**config.mk**
```make
export PLATFORM = sky130hd
export DESIGN_NAME = arb_requester
export DESIGN_NICKNAME = d
export VERILOG_FILES = /design/src/rtl/arb_pkg.sv /design/src/rtl/sync_fifo.sv /design/src/rtl/arb_requester.sv
export SDC_FILE = /design/constraint.sdc
export NUM_CORES = 1
export LEC_CHECK = 0
export BUFFER_PORTS_ARGS = -buffer_cell sky130_fd_sc_hd__buf_2
export CORE_ASPECT_RATIO = 0.7
export CORE_MARGIN = 10
export CORE_UTILIZATION = 55
export DETAILED_ROUTE_END_ITERATION = 10
export PLACE_DENSITY = 0.73
export SYNTH_ARGS = -nofsm -noshare
export SYNTH_HDL_FRONTEND = slang
export SYNTH_SLANG_ARGS = --single-unit
```
**constraint.sdc**
```tcl
create_clock -name clk -period 3.1 [get_ports clk]
set_clock_uncertainty 0.1 [all_clocks]
set_input_delay 0.62 -clock clk [delete_from_list [all_inputs] [get_ports clk]]
set_output_delay 0.62 -clock clk [all_outputs]
set_load 0.01 [all_outputs]
```
**src/rtl/arb_pkg.sv**
```systemverilog
// rtl/arb_pkg.sv - shared definitions for the one-hot request/grant arbiter and its requesters
package arb_pkg;

    localparam int NUM_REQ = 4;

    typedef enum logic [2:0] {
        ST_IDLE    = 3'd0,
        ST_REQ     = 3'd1,
        ST_XFER    = 3'd2,
        ST_RELEASE = 3'd3,
        ST_BACKOFF = 3'd4
    } arb_state_e;

    localparam logic [NUM_REQ-1:0] GNT_NONE = 4'b0000;
    localparam logic [NUM_REQ-1:0] GNT_REQ0 = 4'b0001;
    localparam logic [NUM_REQ-1:0] GNT_REQ1 = 4'b0010;
    localparam logic [NUM_REQ-1:0] GNT_REQ2 = 4'b0100;
    localparam logic [NUM_REQ-1:0] GNT_REQ3 = 4'b1000;

    function automatic logic [NUM_REQ-1:0] gnt_onehot(input logic [1:0] id);
        logic [NUM_REQ-1:0] v;
        v     = GNT_NONE;
        v[id] = 1'b1;
        return v;
    endfunction

endpackage

```
**src/rtl/sync_fifo.sv**
```systemverilog
// rtl/sync_fifo.sv - count-based synchronous FIFO with first-word-fall-through head
module sync_fifo #(
    parameter int DATA_W = 8,
    parameter int DEPTH  = 8,
    localparam int AW    = $clog2(DEPTH),
    localparam int CW    = AW + 1
) (
    input  logic              clk,
    input  logic              rst,
    input  logic              push,
    input  logic [DATA_W-1:0] push_data,
    input  logic              pop,
    output logic [DATA_W-1:0] head,
    output logic              full,
    output logic              empty,
    output logic [CW-1:0]     count
);

    logic [DATA_W-1:0] mem [DEPTH];
    logic [AW-1:0]     wr_ptr_q, wr_ptr_d;
    logic [AW-1:0]     rd_ptr_q, rd_ptr_d;
    logic [CW-1:0]     count_q, count_d;
    logic              do_push, do_pop;

    assign full    = (count_q == CW'(DEPTH));
    assign empty   = (count_q == '0);
    assign count   = count_q;
    assign head    = mem[rd_ptr_q];
    // Full is judged on registered occupancy, so a pop never frees space in the same cycle.
    assign do_push = push && !full;
    assign do_pop  = pop && !empty;

    always_comb begin
        wr_ptr_d = wr_ptr_q;
        rd_ptr_d = rd_ptr_q;
        count_d  = count_q;
        if (do_push) wr_ptr_d = wr_ptr_q + AW'(1);
        if (do_pop)  rd_ptr_d = rd_ptr_q + AW'(1);
        case ({do_push, do_pop})
            2'b10:   count_d = count_q + CW'(1);
            2'b01:   count_d = count_q - CW'(1);
            default: count_d = count_q;
        endcase
    end

    always_ff @(posedge clk or posedge rst) begin
        if (rst) begin
            wr_ptr_q <= '0;
            rd_ptr_q <= '0;
            count_q  <= '0;
        end else begin
            wr_ptr_q <= wr_ptr_d;
            rd_ptr_q <= rd_ptr_d;
            count_q  <= count_d;
        end
    end

    always_ff @(posedge clk) begin
        if (do_push) mem[wr_ptr_q] <= push_data;
    end

endmodule

```
**src/rtl/arb_requester.sv**
```systemverilog
// rtl/arb_requester.sv - requester agent: buffers words, requests the bus, streams bounded bursts
module arb_requester
    import arb_pkg::*;
#(
    parameter int ID           = 0,
    parameter int DATA_W       = 8,
    parameter int DEPTH        = 8,
    parameter int MAX_BURST    = 4,
    parameter int TIMEOUT      = 8,
    parameter int BACKOFF_BASE = 4
) (
    input  logic              clk,
    input  logic              rst,
    input  logic              wr_valid,
    input  logic [DATA_W-1:0] wr_data,
    output logic              wr_ready,
    output logic              req,
    input  logic              gnt,
    output logic              bus_valid,
    output logic [DATA_W-1:0] bus_data,
    output logic              busy,
    output logic [7:0]        retry_cnt
);

    localparam int CW     = $clog2(DEPTH) + 1;
    localparam int BW     = $clog2(MAX_BURST + 1);
    localparam int BO_LEN = BACKOFF_BASE + ID;
    // The IDLE cycle after BACKOFF is also a req-low cycle, so BACKOFF itself is one shorter.
    localparam int BO_CYC = (BO_LEN > 1) ? BO_LEN - 1 : 1;

    arb_state_e        state_q, state_d;
    logic              req_q, req_d;
    logic [15:0]       wait_q, wait_d;
    logic [15:0]       bo_q, bo_d;
    logic [BW-1:0]     beat_q, beat_d;
    logic [7:0]        retry_q, retry_d;

    logic              fifo_pop;
    logic              fifo_full, fifo_empty;
    logic [CW-1:0]     fifo_count;
    logic [DATA_W-1:0] fifo_head;
    logic              push_acc;

    sync_fifo #(
        .DATA_W (DATA_W),
        .DEPTH  (DEPTH)
    ) u_fifo (
        .clk       (clk),
        .rst       (rst),
        .push      (wr_valid),
        .push_data (wr_data),
        .pop       (fifo_pop),
        .head      (fifo_head),
        .full      (fifo_full),
        .empty     (fifo_empty),
        .count     (fifo_count)
    );

    assign wr_ready  = !fifo_full;
    assign push_acc  = wr_valid && wr_ready;
    assign req       = req_q;
    assign busy      = (state_q != ST_IDLE);
    assign retry_cnt = retry_q;
    assign bus_data  = bus_valid ? fifo_head : '0;

    always_comb begin
        state_d   = state_q;
        wait_d    = wait_q;
        bo_d      = bo_q;
        beat_d    = beat_q;
        retry_d   = retry_q;
        fifo_pop  = 1'b0;
        bus_valid = 1'b0;
        case (state_q)
            ST_IDLE: begin
                wait_d = '0;
                bo_d   = '0;
                if (!fifo_empty && !gnt) state_d = ST_REQ;
            end
            ST_REQ: begin
                if (gnt) begin
                    state_d = ST_XFER;
                    beat_d  = '0;
                end else if (wait_q == 16'(TIMEOUT - 1)) begin
                    state_d = ST_BACKOFF;
                    bo_d    = '0;
                    if (retry_q != 8'hFF) retry_d = retry_q + 8'd1;
                end else begin
                    wait_d = wait_q + 16'd1;
                end
            end
            ST_XFER: begin
                if (!gnt) begin
                    state_d = ST_RELEASE;
                end else if (!fifo_empty) begin
                    bus_valid = 1'b1;
                    fifo_pop  = 1'b1;
                    beat_d    = beat_q + BW'(1);
                    // Burst ends at the beat limit or when this pop drains the FIFO.
                    if (beat_q == BW'(MAX_BURST - 1) ||
                        (fifo_count == CW'(1) && !push_acc)) begin
                        state_d = ST_RELEASE;
                    end
                end else begin
                    state_d = ST_RELEASE;
                end
            end
            ST_RELEASE: begin
                if (!gnt) state_d = ST_IDLE;
            end
            ST_BACKOFF: begin
                if (bo_q == 16'(BO_CYC - 1)) state_d = ST_IDLE;
                else                         bo_d    = bo_q + 16'd1;
            end
            default: state_d = ST_IDLE;
        endcase
        req_d = (state_d == ST_REQ) || (state_d == ST_XFER);
    end

    always_ff @(posedge clk or posedge rst) begin
        if (rst) begin
            state_q <= ST_IDLE;
            req_q   <= 1'b0;
            wait_q  <= '0;
            bo_q    <= '0;
            beat_q  <= '0;
            retry_q <= '0;
        end else begin
            state_q <= state_d;
            req_q   <= req_d;
            wait_q  <= wait_d;
            bo_q    <= bo_d;
            beat_q  <= beat_d;
            retry_q <= retry_d;
        end
    end

endmodule

```
# == After elaboration in Yosys (flattened, before gate mapping) ==
# Memory sizes are Yosys's and may differ from the RTL's.
# Cells that the tools add are included.
# op_classes
add_sub_neg,8
n_eq_ne,21
muxes,27
n_bitwise,1
n_reduce_logical,21
# op_table
op,count
$mux W16,5
$pmux W16 S3,1
$mux W3,11
$add A16 B1 Y16 const B,2
$pmux W16 S2,1
$eq A16 B2 Y1 const B,1
$eq A16 B3 Y1 const B,1
$pmux W3 S5,1
$ne A2 B2 Y1 const B,7
$eq A3 B2 Y1 const B,4
$reduce_and A4 Y1,3
$add A3 B1 Y3 const B,3
$add A8 B1 Y8 const B,1
$mux W8,1
$ne A8 B8 Y1 const B,1
$pmux W4 S2,1
$eq A3 B1 Y1 const B,2
$pmux W3 S2,1
$reduce_bool A2 Y1,3
$reduce_bool A3 Y1,2
$mux W1,5
$add A4 B1 Y4 const B,1
$eq A4 B1 Y1 const B,1
$eq A4 B4 Y1 const B,1
other kinds (11),18
# totals
regBits,57
ramBits,64
inputBits,12
out_inout_bits,20
wordCells,88
memories,1
# mem_list
memory,words,width,rd,rd_ports_with_merged_regs,wr,line,rtl
u_fifo.mem,8,8,1,0,1,sync_fifo.sv:19,logic [DATA_W-1:0] mem [DEPTH];

# == Logic depth before layout (Yosys ltp) ==
# Gate-level depths: netlist of run 1.
# logic_depth
word_depth,12
depth_mapped,11
ltp_nobuf,9

# == Modules after synthesis ==
# From an unflattened synthesis of run 1, not the netlist that was laid out.
# unflattened
hier_cells,453
area_unflattened_um2,5771.8
# by_module_without_submodules
mod,n_inst,cells_per_inst,area_each_um2,seq_area_each_um2
sync_fifo,1,161,3135.5,2172.1
arb_requester,1,292,2636.3,1176.1

# == Least setup slack after synthesis of run 1 ==
# Ideal clock, no wire load.
# synth_path
kind,flip-flop to flip-flop
start,"reg u_fifo.count_q[0], in the netlist u_fifo.count[0]"
end,"reg u_fifo.count_q[3], in the netlist u_fifo.count[3]"
setup_ns,0.079
arrival_ns,2.340
required_time_ns,2.921
slack_ns,0.581
stages_incl_launch_ff,12
path_buffers,2
synth_period_minus_slack_ns,2.519
cell_sequence,dfrtp_1 inv_1 ha_1 nor3b_1 or3_1 clkbuf_1 clkbuf_1 inv_1 ha_1 nand4b_1 a21oi_1 xor2_1
# synth_via
elab_chain_len,7
word_cells_on_any_way,15
classes_between,add/sub (2); eq/ne (3); mux (4); reduce/logical (6)
# synth_rtl
element,line,rtl
start: declaration,sync_fifo.sv:22,"logic [CW-1:0] count_q, count_d;"
start signal: assignment,sync_fifo.sv:54,count_q <= count_d;
$logic_not A4 Y1 *,sync_fifo.sv:26,assign empty = (count_q == '0);
$mux W1,arb_requester.sv:95,end else if (!fifo_empty) begin
$mux W1,arb_requester.sv:93,if (!gnt) begin
$mux W1,arb_requester.sv:74,case (state_q)
$logic_and A1 B1 Y1 *,sync_fifo.sv:31,assign do_pop = pop && !empty;
via u_fifo.do_pop,sync_fifo.sv:23,"logic do_push, do_pop;"
$eq A2 B1 Y1 or $eq A2 B2 Y1 (tied branches),sync_fifo.sv:39,"case ({do_push, do_pop})"
$pmux W4 S2 or $reduce_bool A2 Y1 (tied branches),n/a,
# The timed path passes the listed nets; every way through them passes the cells marked *.
# A chain may end at the register's enable or synchronous reset.

# == Worst setup path after layout of run 1 ==
# layout_path
start,"reg u_fifo.count_q[0], in the netlist u_fifo.count[0]"
end,out bus_data[7]
# layout_via
elab_chain_len,5
# layout_rtl
element,line,rtl
$logic_not A4 Y1,sync_fifo.sv:26,
$mux W1,arb_requester.sv:95,
$mux W1,arb_requester.sv:93,
$mux W1,arb_requester.sv:74,
$mux W8,arb_requester.sv:64,assign bus_data = bus_valid ? fifo_head : '0;
end: declaration,arb_requester.sv:20,"output logic [DATA_W-1:0] bus_data,"
# Every way passes these cells.

==> results.md, run 1 <==
* 1st-iter DRT viols at approximately 370
* Antenna fix cells at 0
* Vias in the first global route at between 3000 and 4000
* Yosys reg bits at 121
* IO Count at 32
* Run status: complete, no violations
* Leak Pwr at between 2 and 3 nW
* Tmin final at slightly below 3 ns
* Placed cells at between 600 and 700
* Sequential share of the synthesized area at a little under three fifths
* Combined area of the multi-input logic cells at between 2000 and 2500 um2
* WL/cell at 19.00 um
* Final hold violations at 0
* Worst Path Required at roughly 2.4 ns
* First-pass GRT wire length at around 20 mm
* Initial antenna violation count at 0
* Unrepaired setup endpoints after global routing: no
* FFs w/ async S/R, synth at 47.11%
* Critical path launch point type: flop
* Global route total overflow at 0
* Worst IR Drop VDD at between 0.5 and 0.6 mV
* CTS tree: done
* Worst Tran Pin Value at roughly 0.62 ns
* DRT Wirelength at about 12 mm
* Worst path bufs/invs at 2
* Die W at around 140 um
* Avg Vias per Cell at between 6 and 7
* Reg area at 3348 um2
* DIE AREA at about 15000 um2
* Final Setup Violations at 0
* Setup crit end kind: primary output
* Slew headroom at between 50% and 60%
* Starting Density at about 56%
* Mean Syn Cell Area at between 10 and 15 um2
* Pwr dens at about 800 nW/um2
* Total core area at 10320 um2
* Max Fclk at roughly 350 MHz
* Mapped Nets at slightly below 500
* Global placer's final weighted congestion at 0.8458
* Tot GR Track Use at 16.80%
* Max-cap violations at 0
* Fin util at approximately two thirds
* Crit-path cells: inv_1 > ha_1 > nor3b_1 > or3_4 > nor2_1 > buf_2
* Cells after synthesis at 462
* Post-Layout Cell Count at 647
* Placement row count at 31
* CP max-delay cell: or3_4
* Layout Nets at 527
* Post-synth EDFFs at between 60 and 70
* Internal power at ~3.7 mW
* Area grow syn2layout at 15.28%
* Synth cell types at 62
* Clock tree buffer depth at 2
* WP data arrival at 2.17 ns
* Largest net degree at the start of global routing at 43
* Synthesized area at a little under 6000 um2
* Clock-pin slew of the registers on the worst-case setup and hold paths at about 0.060 ns
* Layout cells sized above 1 at a little under a quarter
* Family with the most delay on the worst path: simple AND/OR/NAND/NOR gates
* Fin crit share at just over 90%
* Psw at 1.724 mW
* Yosys warning count at 0
* Num CTS Buffers at 17
* CP peak stage delay at around 0.5 ns
* Crit path kind: reg -> out
* Hpwl dp at between 8 and 9 mm
* Via total after detailed routing at approximately 4000
* CTS sink cnt at ~120
* Clock root cell: clkbuf_16
* Class of the worst hold path: in -> async
* # port buffers at 31
* DIE HEIGHT at approximately 110 um
* Logic pwr share at 25.0%
* Crit path max fanout at 13
* Clk pwr share at 35.0%
* Router iterations before antenna repair at 5
* Seq pwr share at between 40% and 50%
* Post-CTS Setup Inserts at 0
* Setup tns final at 0 ns
* Slew Limit Fails at 0
* Primary FF master, synth: edfxtp_1
* Clk Latency, worst-skew pair at between 0.4 and 0.5 ns
* H-Tree Level Count at 4
* ANT nets after route at 0
* Filler cells at 763
* Net Sw Frac at between 30% and 40%
* Drt drc at 0
## Yosys cell counts (6+ instances only)
| library cell | number | area share [%] |
|---|---|---|
| a21oi_1 | 12 | 1.0 |
| a31oi_1 | 7 | 0.75 |
| and3_1 | 6 | 0.65 |
| buf_2 | 7 | 0.60 |
| clkbuf_1 | 13 | 0.84 |
| dfrtp_1 | 57 | 25 |
| edfxtp_1 | 64 | 33 |
| ha_1 | 13 | 2.8 |
| inv_1 | 14 | 0.90 |
| mux2i_1 | 9 | 1.5 |
| mux4_2 | 16 | 6.2 |
| nand2_1 | 27 | 1.7 |
| nand2b_1 | 9 | 0.97 |
| nand3_1 | 22 | 1.9 |
| nand4_1 | 12 | 1.3 |
| nor2_1 | 35 | 2.3 |
| nor3_1 | 13 | 1.1 |
| nor4_1 | 6 | 0.65 |
| o211ai_1 | 6 | 0.77 |
| o21ai_0 | 16 | 1.4 |
| or3_1 | 6 | 0.65 |
| xor2_1 | 14 | 2.1 |
## path summary, 6_finish.rpt
path	startpoint	cells after the start	to	slack, ns
min in group clk	wr_data[3]	1	u_fifo.mem[4][3]	0.39
worst min register to register	beat_q[2]	1	beat_q[2]	0.40
worst max-delay path	u_fifo.count[0]	6	bus_data[7]	0.21
worst min-delay path	rst	2	wait_q[10]	0.06
max in group asynchronous	rst	3	wait_q[6]	1.97
worst max register to register	u_fifo.count[0]	9	u_fifo.count[3]	0.63
## logic make-up after synthesis
| logic type | share of synthesized area, % |
|---|---|
| AO/OA/AOI/OAI | 8.545 |
| XOR/XNOR | 2.863 |
| adder cells (fa/ha/maj) | 2.798 |
| buffers and inverters | 3.013 |
| flip-flops | 57.60 |
| multiplexers | 8.524 |
| AND/OR/NAND/NOR | 16.66 |
## area by class of cell
cell class / instances / share of cell area [%]
Sequential cell: 121 / 49.96
Multi-Input combinational cell: 301 / 34.24
Clock buffer: 17 / 6.348
Timing Repair Buffer: 46 / 3.996
Tap cell: 132 / 2.465
Clock inverter: 15 / 2.147
Inverter: 15 / 0.8402
## timing repair
item,CTS,global route
endpoints found under the setup margin,2,0
resized for setup,1,0
hold buffers,0,0
## layer usage
| metal | track usage (%) | vias up | wire length, um |
|---|---|---|---|
| met5 | 0 | - | 0 |
| met4 | 5.874 | 0 | 174 |
| met3 | 5.024 | 20 | 667 |
| met2 | 23.80 | 113 | 5508 |
| met1 | 23.99 | 1967 | 5940 |
| li1 | - | 1832 | - |
## stage by stage
step           setup WS, ns  area [um2]  total power, mW  hold WS (ns)
2_1_floorplan        0.5806        5813            3.131        0.3561
4_1_cts              0.1841        6701            5.425       0.06958
6_report             0.2068        6701            5.386       0.06087
3_3_place_gp         0.4701        6127            3.466        0.3725
3_5_place_dp         0.3916        6127            3.521        0.3898
5_1_grt             0.08235        6701            5.670       0.08938
## cells in the final DEF, fill, tap and decap left out, types with 5 or more instances in the layout
cell,instances
a31oi_1,7
mux2i_1,9
nor2_1,35
dfrtp_1,57
and3_1,6
xor2_1,14
a21oi_1,12
inv_1,13
nand2b_1,9
clkbuf_16,17
xnor2_1,5
nor4_1,6
buf_4,15
nand2_1,27
ha_1,13
edfxtp_1,64
nand3_1,22
nand4_1,12
buf_2,31
o21ai_0,16
or3_1,5
and4_1,5
o211ai_1,6
nor3_1,13
mux4_2,16
## worst reg2reg max path, cell delays in order (launching register included)
cell and delay (ns):
dfrtp_1 0.44, inv_1 0.12, ha_1 0.19, nor3b_1 0.38, or3_4 0.32, inv_1 0.07, ha_1 0.24, nand4b_1 0.19
a21oi_1 0.17, xor2_1 0.15
## sequential cells by signal, indices dropped and copies added, names as in the netlist
register and cells:
u_fifo.count 4, beat_q 3, state_q 3, u_fifo.rd_ptr_q 3
wait_q 16, u_fifo.mem 64, req 1, u_fifo.wr_ptr_q 3
retry_cnt 8, bo_q 16
## power groups by stage
stage | combinational [mW] | clock [mW] | sequential (mW)
floorplan | 1.06 | 0 | 2.07
global placement | 1.31 | 0 | 2.15
detailed placement | 1.35 | 0 | 2.17
CTS | 1.37 | 1.91 | 2.15
global route | 1.50 | 2.00 | 2.18
finish | 1.35 | 1.89 | 2.15
(Power assumes the default switching activity.)
==> inputs of run 2 (changes only) <==
RECOVER_POWER = 50   (was unset)
==> run 2 against run 1 <==
Clock power barely moved. Sequential power about the same. Non-clock buffer count stayed put. Critical path depth unchanged. Register-to-register slack got worse by 0.29 ns. Sequential cell count unchanged. Largest cell class unchanged. Utilization shrank 0.29 points. Clock-buffer cell count unchanged. Die area stayed put. Maximum frequency grew 0.21%. Routed wire length grew 0.34%.
==> results.md, run 2 (synthesis results as in run 1) <==
* Crit path max fanout at 13 (unchanged)
* Worst-case reg-to-reg path depth at 5 (-4)
* Largest net degree at the start of global routing at 43 (unchanged)
* Hpwl dp at 8.245 mm (unchanged)
* Placement row count at 31 (unchanged)
* Antenna fix cells at 0 (unchanged)
* Slew headroom at 28.06% (-31 points)
* Cell area after layout at 6671 um2 (-0.45%)
* Initial antenna violation count at 0 (unchanged)
* WL/cell at 19.06 um (+0.34%)
* Max-cap violations at 0 (unchanged)
* Setup tns final at 0 ns (unchanged)
* Drt drc at 0 (unchanged)
* Setup crit end kind: primary output
* Fin crit share at 93.14% (-0.19 points)
* Router iterations before antenna repair at 5 (unchanged)
* Tmin final at 2.887 ns (-0.005977 ns)
* 1st-iter DRT viols at 330 (-11%)
* Most frequent cells in the layout: edfxtp_1 (64), dfrtp_1 (57), nor2_1 (35)
* Global route total overflow at 0 (unchanged)
* Slew Limit Fails at 0 (unchanged)
* IO Count at 32 (unchanged)
* Clock tree buffer depth at 2 (unchanged)
* Clk Latency, worst-skew pair at 0.41 ns (about the same)
* Vias in the first global route at 3860 (unchanged)
* First-pass GRT wire length at 20.03 mm (unchanged)
* Tot GR Track Use at 16.80% (unchanged)
* Max reg flops at 64 (unchanged)
* RR Endpoint: wait_q[12]
* Post-CTS Setup Inserts at 0 (unchanged)
* ANT nets after route at 0 (unchanged)
* Run status: complete, no violations
* Area grow syn2layout at 14.77%
* Worst Path Required at 2.38 ns (about the same)
* Avg Vias per Cell at 6.100 (+0.38%)
* Global placer's final weighted congestion at 0.8458 (unchanged)
* CTS sink cnt at 121 (unchanged)
* Commonest non-fill, non-tap cell in the layout: edfxtp_1
* Num CTS Buffers at 17 (unchanged)
* Pwr dens at 804.2 nW/um2 (about the same)
* Critical R2R Launch: state_q[0]
* Largest registers: u_fifo.mem (64), bo_q (16), wait_q (16)
* Critical path launch point type: flop
* Filler cells at 772 (+1.2%)
* Layout Nets at 527 (unchanged)
* Worst IR Drop VDD at 0.5381 mV (-0.20%)
* WP data arrival at 2.17 ns (about the same)
* DRT Wirelength at 12.33 mm (+0.34%)
* Final Setup Violations at 0 (unchanged)
* Total core area at 10320 um2 (unchanged)
* DIE HEIGHT at 106.0 um (unchanged)
* Post-route total power at 5.365 mW (-0.40%)
* Unrepaired setup endpoints after global routing: no
* CTS tree: done
* Clock-pin slew of the registers on the worst-case setup and hold paths at 0.06 ns (about the same)
* # port buffers at 31 (unchanged)
* DP Area at 6127 um2 (unchanged)
* Clock root cell: clkbuf_16
* Via total after detailed routing at 3947 (+0.38%)
* H-Tree Level Count at 4 (unchanged)
* Starting Density at 56.34% (unchanged)
* Final hold violations at 0 (unchanged)
* Reg2reg setup slack at 0.34 ns (-0.29 ns)
* Leak Pwr at 2.679 nW (-1.1%)
* Die W at 142.9 um (unchanged)
* Class of the worst hold path: in -> async
* Layout cells sized above 1 at 20.58% (-2.3 points)
* Worst Tran Pin Value at 1.079 ns (+0.4617 ns)
* Crit path kind: reg -> out
* Biggest register: u_fifo.mem
* Final hold slack at 0.1636 ns (+0.1028 ns)
* Max Fclk at 346.4 MHz (+0.21%)
* DIE AREA at 15150 um2 (unchanged)
-- run 2: worst max-delay path: stages (launching register included) --
cell	delay [ns]
dfrtp_1	0.44
inv_1	0.11
ha_1	0.23
nor3b_1	0.18
or3_4	0.50
nor2_1	0.15
buf_2	0.15
-- run 2: worst max path at each step --
stage / startpoint / to / slack [ns] / depth (start not counted)
global route: u_fifo.count[0] / bus_data[7] / 0.08 / 6
global placement: u_fifo.count[0] / bus_data[7] / 0.47 / 6
detailed placement: u_fifo.count[0] / u_fifo.count[3] / 0.39 / 9
floorplan: u_fifo.count[0] / u_fifo.count[3] / 0.58 / 11
CTS: u_fifo.count[0] / bus_data[7] / 0.18 / 6
finish: u_fifo.count[0] / bus_data[7] / 0.21 / 6
-- run 2: cell type report --
class                   count  area [um2]  area share [%]
clock buffers              17       425.4           6.377
clock inverters            15       143.9           2.157
inverters                  15       56.30          0.8440
multi-input cells         301        2282           34.21
flip-flops and latches    121        3348           50.19
well taps                 132       165.2           2.476
repair buffers             46       250.2           3.751
-- run 2: layer usage --
layer  wire length, um  vias up  global-route usage, %
met5                 0        -                      0
met3               704       22                  5.024
li1                  -     1832                      -
met2              5490      122                  23.80
met4               184        0                  5.874
met1              5954     1971                  23.99
-- run 2: report_power, final --
| part | internal (mW) | switching (mW) | total, mW |
|---|---|---|---|
| clock | 1.12 | 0.767 | 1.89 |
| combinational | 0.588 | 0.741 | 1.33 |
| sequential | 1.94 | 0.209 | 2.15 |
| total | 3.65 | 1.72 | 5.37 |
-- run 2: stage by stage --
stage / worst slack, ns / cells / utilization (%)
after floorplan: 0.5806 / 462 / -
after global placement: 0.4701 / 615 / 59.39
after detailed placement: 0.3916 / 615 / 59.39
after CTS: 0.1841 / 647 / 64.95
after global routing: 0.08235 / 647 / 64.66
final: 0.2127 / 647 / 64.66
-- run 2: timing repair --
item,CTS,global route
gates resized for setup,1,0
endpoints found under the setup margin,2,0
hold buffers,0,0
